--- src/rtl/cpu_run_ctrl.sv ---
// Run-control sequencer for the single-cycle minisys CPU: generates the commit
// enable, stalls on switch reads, supports single-step and halts on syscall.
module cpu_run_ctrl #(
   parameter int          CNT_WIDTH = 32,
   parameter logic [31:0] HALT_INSN = 32'h0000_000C
) (
   input  logic                 clock,
   input  logic                 reset,
   input  logic [31:0]          instruction,
   input  logic                 io_read,
   input  logic                 confirm,
   input  logic                 step_mode,
   output logic                 cpu_en,
   output logic                 io_latch,
   output logic [1:0]           state,
   output logic                 halted,
   output logic [CNT_WIDTH-1:0] cycle_cnt,
   output logic [CNT_WIDTH-1:0] retired_cnt
);

   typedef enum logic [1:0] {
      RUN       = 2'd0,
      WAIT_IO   = 2'd1,
      STEP_WAIT = 2'd2,
      HALT      = 2'd3
   } state_t;

   state_t               r_state;
   state_t               w_next;
   logic                 w_halt_hit;
   logic                 w_cpu_en;
   logic [CNT_WIDTH-1:0] r_cycle_cnt;
   logic [CNT_WIDTH-1:0] r_retired_cnt;

   assign w_halt_hit = (instruction == HALT_INSN);

   // Mealy commit enable: the current instruction commits in the same cycle
   // the sequencer decides to let it through.
   always_comb begin
      w_cpu_en = 1'b0;
      w_next   = r_state;
      case (r_state)
         RUN: begin
            if (w_halt_hit)      w_next = HALT;
            else if (io_read)    w_next = WAIT_IO;
            else if (step_mode)  w_next = STEP_WAIT;
            else                 w_cpu_en = 1'b1;
         end
         WAIT_IO: begin
            if (confirm) begin
               w_cpu_en = 1'b1;
               w_next   = step_mode ? STEP_WAIT : RUN;
            end
         end
         STEP_WAIT: begin
            if (!step_mode) begin
               w_next = RUN;
            end else if (confirm) begin
               // A confirm that lands on a switch read only enters the stall;
               // the read itself waits for a fresh confirm.
               if (w_halt_hit)    w_next = HALT;
               else if (io_read)  w_next = WAIT_IO;
               else               w_cpu_en = 1'b1;
            end
         end
         HALT: begin
            w_next = HALT;
         end
         default: begin
            w_next = RUN;
         end
      endcase
      if (reset) begin
         w_cpu_en = 1'b0;
      end
   end

   always_ff @(posedge clock) begin
      if (reset) begin
         r_state       <= RUN;
         r_cycle_cnt   <= '0;
         r_retired_cnt <= '0;
      end else begin
         r_state <= w_next;
         if (r_state != HALT) begin
            r_cycle_cnt <= r_cycle_cnt + 1'b1;
         end
         if (w_cpu_en) begin
            r_retired_cnt <= r_retired_cnt + 1'b1;
         end
      end
   end

   assign cpu_en      = w_cpu_en;
   assign io_latch    = w_cpu_en & io_read;
   assign state       = r_state;
   assign halted      = (r_state == HALT);
   assign cycle_cnt   = r_cycle_cnt;
   assign retired_cnt = r_retired_cnt;

endmodule
--- config.mk ---
export PLATFORM = sky130hd
export DESIGN_NAME = cpu_run_ctrl
export DESIGN_NICKNAME = d
export VERILOG_FILES = /design/src/rtl/cpu_run_ctrl.sv
export SDC_FILE = /design/constraint.sdc
export NUM_CORES = 1
export LEC_CHECK = 0
export ABC_AREA = 1
export CAP_MARGIN = 20
export CORE_ASPECT_RATIO = 0.5
export CORE_UTILIZATION = 60
export DETAILED_ROUTE_END_ITERATION = 8
export DONT_BUFFER_PORTS = 1
export PLACE_DENSITY = 0.77
export REMOVE_ABC_BUFFERS = 1
export SLEW_MARGIN = 0
export SYNTH_ARGS = -nofsm -noshare
export SYNTH_HDL_FRONTEND = slang
export SYNTH_SLANG_ARGS = --single-unit
--- constraint.sdc ---
create_clock -name clock -period 2.35 [get_ports clock]
set_input_delay 0.47 -clock clock [delete_from_list [all_inputs] [get_ports clock]]
set_output_delay 0.47 -clock clock [all_outputs]
set_load 0.005 [all_outputs]
Word-level counts from Yosys, hierarchy flattened
Index checks and enable logic that the tools add are counted.

Output and inout bits: 69. Bits in registers: 66. Word-level logic and storage cells: 37. Input bits: 37.

Add/sub/neg operators: 2. Reductions and logical operators: 2. Bitwise gates (word level): 1. Mux-type cells: 20. Equal/unequal tests: 9.

Operators with widths (count): $add A32 B1 Y32 const B (2); $eq A32 B4 Y1 const B (1); $mux W2 (9); $mux W1 (9); $ne A4 B4 Y1 const B (2); $pmux W2 S4 (1); $eq A2 B2 Y1 const B (2); $ne A2 B2 Y1 const B (2); $reduce_and A4 Y1 (1); $ne A3 B3 Y1 const B (1); $pmux W1 S3 (1); $eq A2 B1 Y1 const B (1); $logic_not A2 Y1 (1); $and A1 B1 Y1 (1).

Depth between registers and ports, before layout
Depth after elaboration: 7. Mapped depth: 15. Mapped depth without buffers: 14.

Worst setup path before layout
OpenSTA, ideal clock, no wires.

Path kind: input port to output port. Start point: input port instruction[4]. End point: output port io_latch. Buffers on the path: 0. Required time: 1.880 ns. Cell stages on the path: 12. Arrival: 1.352 ns. Setup slack: 0.528 ns. Path through: inv_1 > nand2_1 > nor2_1 > nand2_1 > nor2_1 > nand2_2 > nand3_2 > nand2_2 > nand2_2 > nand2_4 > nand2_1 > nor2_1.

Cells in the longest elaborated chain, start to end: 7. Elaborated cells between the ends (all ways): 8. Classes of those cells: 1 x eq/ne; 6 x mux; 1 x bitwise.

RTL lines: from (decl) (line 9) `input logic [31:0] instruction,`; $eq A32 B4 Y1 * (line 35) `assign w_halt_hit = (instruction == HALT_INSN);`; $mux W1 (line 61) `if (w_halt_hit) w_next = HALT;`; $mux W1 (line 58) `end else if (confirm) begin`; $mux W1 (line 56) `if (!step_mode) begin`; $pmux W1 S3 * (line 42) `case (r_state)`; $mux W1 * (line 73) `if (reset) begin`; $and A1 B1 Y1 * (line 95) `assign io_latch = w_cpu_en & io_read;`; to (decl) (line 14) `output logic io_latch,`.

Every way passes the cells marked *; elsewhere a longest branch is shown, timed or not.

Worst setup path in the final report
Start point: register r_state[1], in the netlist state[1]. End point: output port io_latch.

Cells in the longest elaborated chain, start to end: 4. Elaborated cells between the ends (all ways): 6. Classes of those cells: 2 x eq/ne; 2 x mux; 1 x bitwise; 1 x reduce/logical.

RTL lines: from (decl) (line 28) `state_t r_state;`; from (signal assigned) (line 84) `r_state <= w_next;`; $eq A2 B2 Y1, or another cell as far along (line 42); $pmux W1 S3 * (line 42); $mux W1 * (line 73); $and A1 B1 Y1 * (line 95).

Marked as above.

==> summary.md <==
| Metric | Value |
|---|---|
| Outcome | `completed` |
| First-pass GRT wire length | `about 14 mm` |
| Leading area contributor after synthesis | `dfxtp_1` |
| Slowest-stage cell, CP | `dfxtp_1` |
| TritonCTS clock tree | `built` |
| Required @ worst endpoint | `around 1.9 ns` |
| Worst hold path type | `primary input to flip-flop` |
| Die width | `118 µm` |
| ANT nets after route | `0` |
| Total Nets Final | `approximately 660` |
| Cell Pwr Density | `617 mW/mm²` |
| WL/cell | `12.2 µm` |
| Ys async rst share | `0%` |
| Seq/Total Area, Yosys | `32.9%` |
| Comb pwr share | `10.6%` |
| R2R cell count | `12` |
| Worst Path Class, Setup | `flip-flop to output pin` |
| Worst Hold Depth | `1` |
| Initial core utilization | `64.3%` |
| Synthesis-to-finish area growth | `7.50%` |
| Final Hold Fails | `0` |
| Area used by multi-input combinational logic | `~0.0022 mm²` |
| DR pass1 iterations | `5` |
| Total gr overflow | `0` |
| Post-Route WL | `slightly below 9 mm` |
| Synth top area share | `32.9%` |
| Sequential cell area | `about 0.0013 mm²` |
| Die Area | `approximately 0.007 mm²` |
| Initial drt markers | `207` |
| CP cell instances | `nand2_1 -> nor2_1 -> nand3_2 -> nand2_2 -> nand2_2 -> nand2_4 -> nand2_1 -> nor2_1` |
| Max-Cap Viols | `0` |
| Top_reg_cell synth | `dfxtp_1` |
| Final Wtd Congestion | `a little under 0.9` |
| Synth area leaders | `dfxtp_1 33%, nand2_1 13%, inv_1 9.2%` |
| Synth Register Bits | `66` |
| Cell Area, Synth | `0.00402 mm²` |
| Initial antenna violation count | `0` |
| CTS Buf Count | `9` |
| Clk_lat worst skew | `0.33 ns` |
| Peak supply drop | `0.000387 V` |
| CP arrival | `1.61 ns` |
| Synth top cells by count | `144 x nand2_1, 99 x inv_1, 89 x nor2_1` |
| Fmax | `0.480 GHz` |
| Antenna fix cells | `0` |
| # DRC | `0` |
| Core Util, Final | `between 60% and 70%` |
| Die Y-Extent | `between 50 and 60 µm` |
| Worst-path clk slew | `0.05 ns` |
| Hold-fix buffers, CTS | `0` |
| Vias in the first global route | `between 3,000 and 4,000` |
| Crit end category | `output pin` |
| Skew final | `0.00512 ns` |
| CP Max Fanout | `6` |
| Shortest period the worst path allows | `between 2 and 2.5 ns` |
| Final period utilization | `88.7%` |
| Post-CTS setup buffers | `0` |
| Internal | `1.98 mW` |
| CP top delay family | `simple AND/OR/NAND/NOR gates` |
| Vias post-DR | `~3,700` |
| Avg Vias per Cell | `5.26` |
| HPWL after detailed placement | `6.19 mm` |
| Crit path buf inv count | `0` |
| Clock power share | `44.7%` |
| NetSw | `690 µW` |
| Peak per-stage delay on the critical path | `0.47 ns` |
| Clock sinks | `66` |
| Synth warn | `0` |
| H-tree depth | `3` |
| Syn Inst Count | `between 600 and 700` |
| Filler Cell Count | `between 500 and 600` |
| Switching Share | `25.9%` |
| Part of the power in registers | `44.6%` |
| Number of primary I/O pins | `between 100 and 150` |
| TNS Setup | `0 ns` |
| Post-CTS Resized | `0` |
| Worst Tran Pin Value | `0.378 ns` |
| Max clock buf depth | `2` |
| CTS root buffer | `clkbuf_16` |
| Total Routing Usage GR | `25.7%` |
| Largest net degree at the start of global routing | `63` |
| RSZ-0062 raised after global routing | `no` |
| Core area | `roughly 0.0063 mm²` |
| Cell depth of the worst setup path | `8` |
| Synthesized area per cell | `6.52 µm²` |
| Top-count cell post-synth | `nand2_1` |
| Layout cells sized above 1 | `a little over 10%` |
| Slew Viols, Final | `0` |
| Relative slew slack | `74.8%` |
| Post-synthesis cell type count | `37` |
| # setup viols final | `0` |
| Row Count | `20` |
| CP Launch Type | `flip-flop` |
| Number of flops mapped to enable cells by yosys | `0` |
| # port buffers | `0` |
| Leak | `1.79 nW` |
==> final timing paths <==
path	startpoint	to	slack [ns]
worst max-delay path	state[1]$_SDFFE_PP0P_	io_latch	0.27
worst min-delay path	reset	cycle_cnt[15]$_SDFFE_PP0N_	0.21
worst max register to register	retired_cnt[0]$_SDFFE_PP0P_	retired_cnt[24]$_SDFFE_PP0P_	0.42
worst min register to register	cycle_cnt[8]$_SDFFE_PP0N_	cycle_cnt[8]$_SDFFE_PP0N_	0.50
==> cell usage in the layout (no fill, tap or decap), types with 7 or more instances in the layout <==
| master | netlist | final |
|---|---|---|
| nand2_1 | 144 | 144 |
| inv_1 | 99 | 99 |
| nor2_1 | 89 | 89 |
| dfxtp_1 | 66 | 66 |
| nand3_1 | 46 | 46 |
| a21oi_1 | 38 | 38 |
| nor3_1 | 21 | 21 |
| o21ai_0 | 15 | 15 |
| nor2_4 | 11 | 11 |
| nand4_1 | 11 | 11 |
| clkbuf_16 | 0 | 9 |
| nand2_2 | 7 | 7 |
==> state kept, by name, summed over array words and instances (netlist names) <==
name and count:
retired_cnt 32, cycle_cnt 32, state 2
==> per-layer routing <==
layer  routed length [µm]  global-route usage [%]
met5                    0                       0
met1                 3940                    29.9
met3                  676                    10.0
met2                 3960                    44.5
met4                   97                    8.79
==> power groups by stage <==
stage          Combinational [mW]  Clock (mW)  Sequential (mW)
2_1_floorplan               0.212           0             1.21
3_3_place_gp                0.278           0             1.21
3_5_place_dp                0.280           0             1.21
4_1_cts                     0.283        1.22             1.19
5_1_grt                     0.326        1.26             1.20
6_report                    0.284        1.19             1.19
==> worst reg2reg max path, delay by kind of cell (launching register included) <==
kind / cells / cell delay, ns
adders and majority gates: 1 / 0.25
DFF: 1 / 0.43
and+or+nand+nor: 11 / 1.15
==> logic make-up after synthesis <==
| family | synth area share (%) |
|---|---|
| fa+ha+maj | 0.622 |
| compound gates | 7.47 |
| simple gates | 45.4 |
| buf+inv | 11.9 |
| flops | 32.9 |
| xor+xnor | 1.74 |
==> area by class of cell <==
| class | instances | share of cell area (%) |
|---|---|---|
| sequential | 66 | 30.6 |
| clock inverter | 3 | 0.347 |
| inverter | 101 | 8.77 |
| multi-input combinational | 436 | 51.3 |
| timing repair buffer | 2 | 0.637 |
| tap | 88 | 2.55 |
| clock buffer | 13 | 5.79 |
==> stage by stage <==
stage / instances / setup WS, ns / hold WS (ns) / area [µm²] / power [mW]
global route: 709 / 0.135 / 0.196 / 4320 / 2.78
floorplan: 603 / 0.238 / 0.470 / 3920 / 1.42
finish: 709 / 0.266 / 0.206 / 4320 / 2.67
global placement: 693 / 0.452 / 0.486 / 4060 / 1.49
detailed placement: 693 / 0.425 / 0.495 / 4060 / 1.49
CTS: 709 / 0.250 / 0.195 / 4320 / 2.70
(Power assumes the default switching activity.)
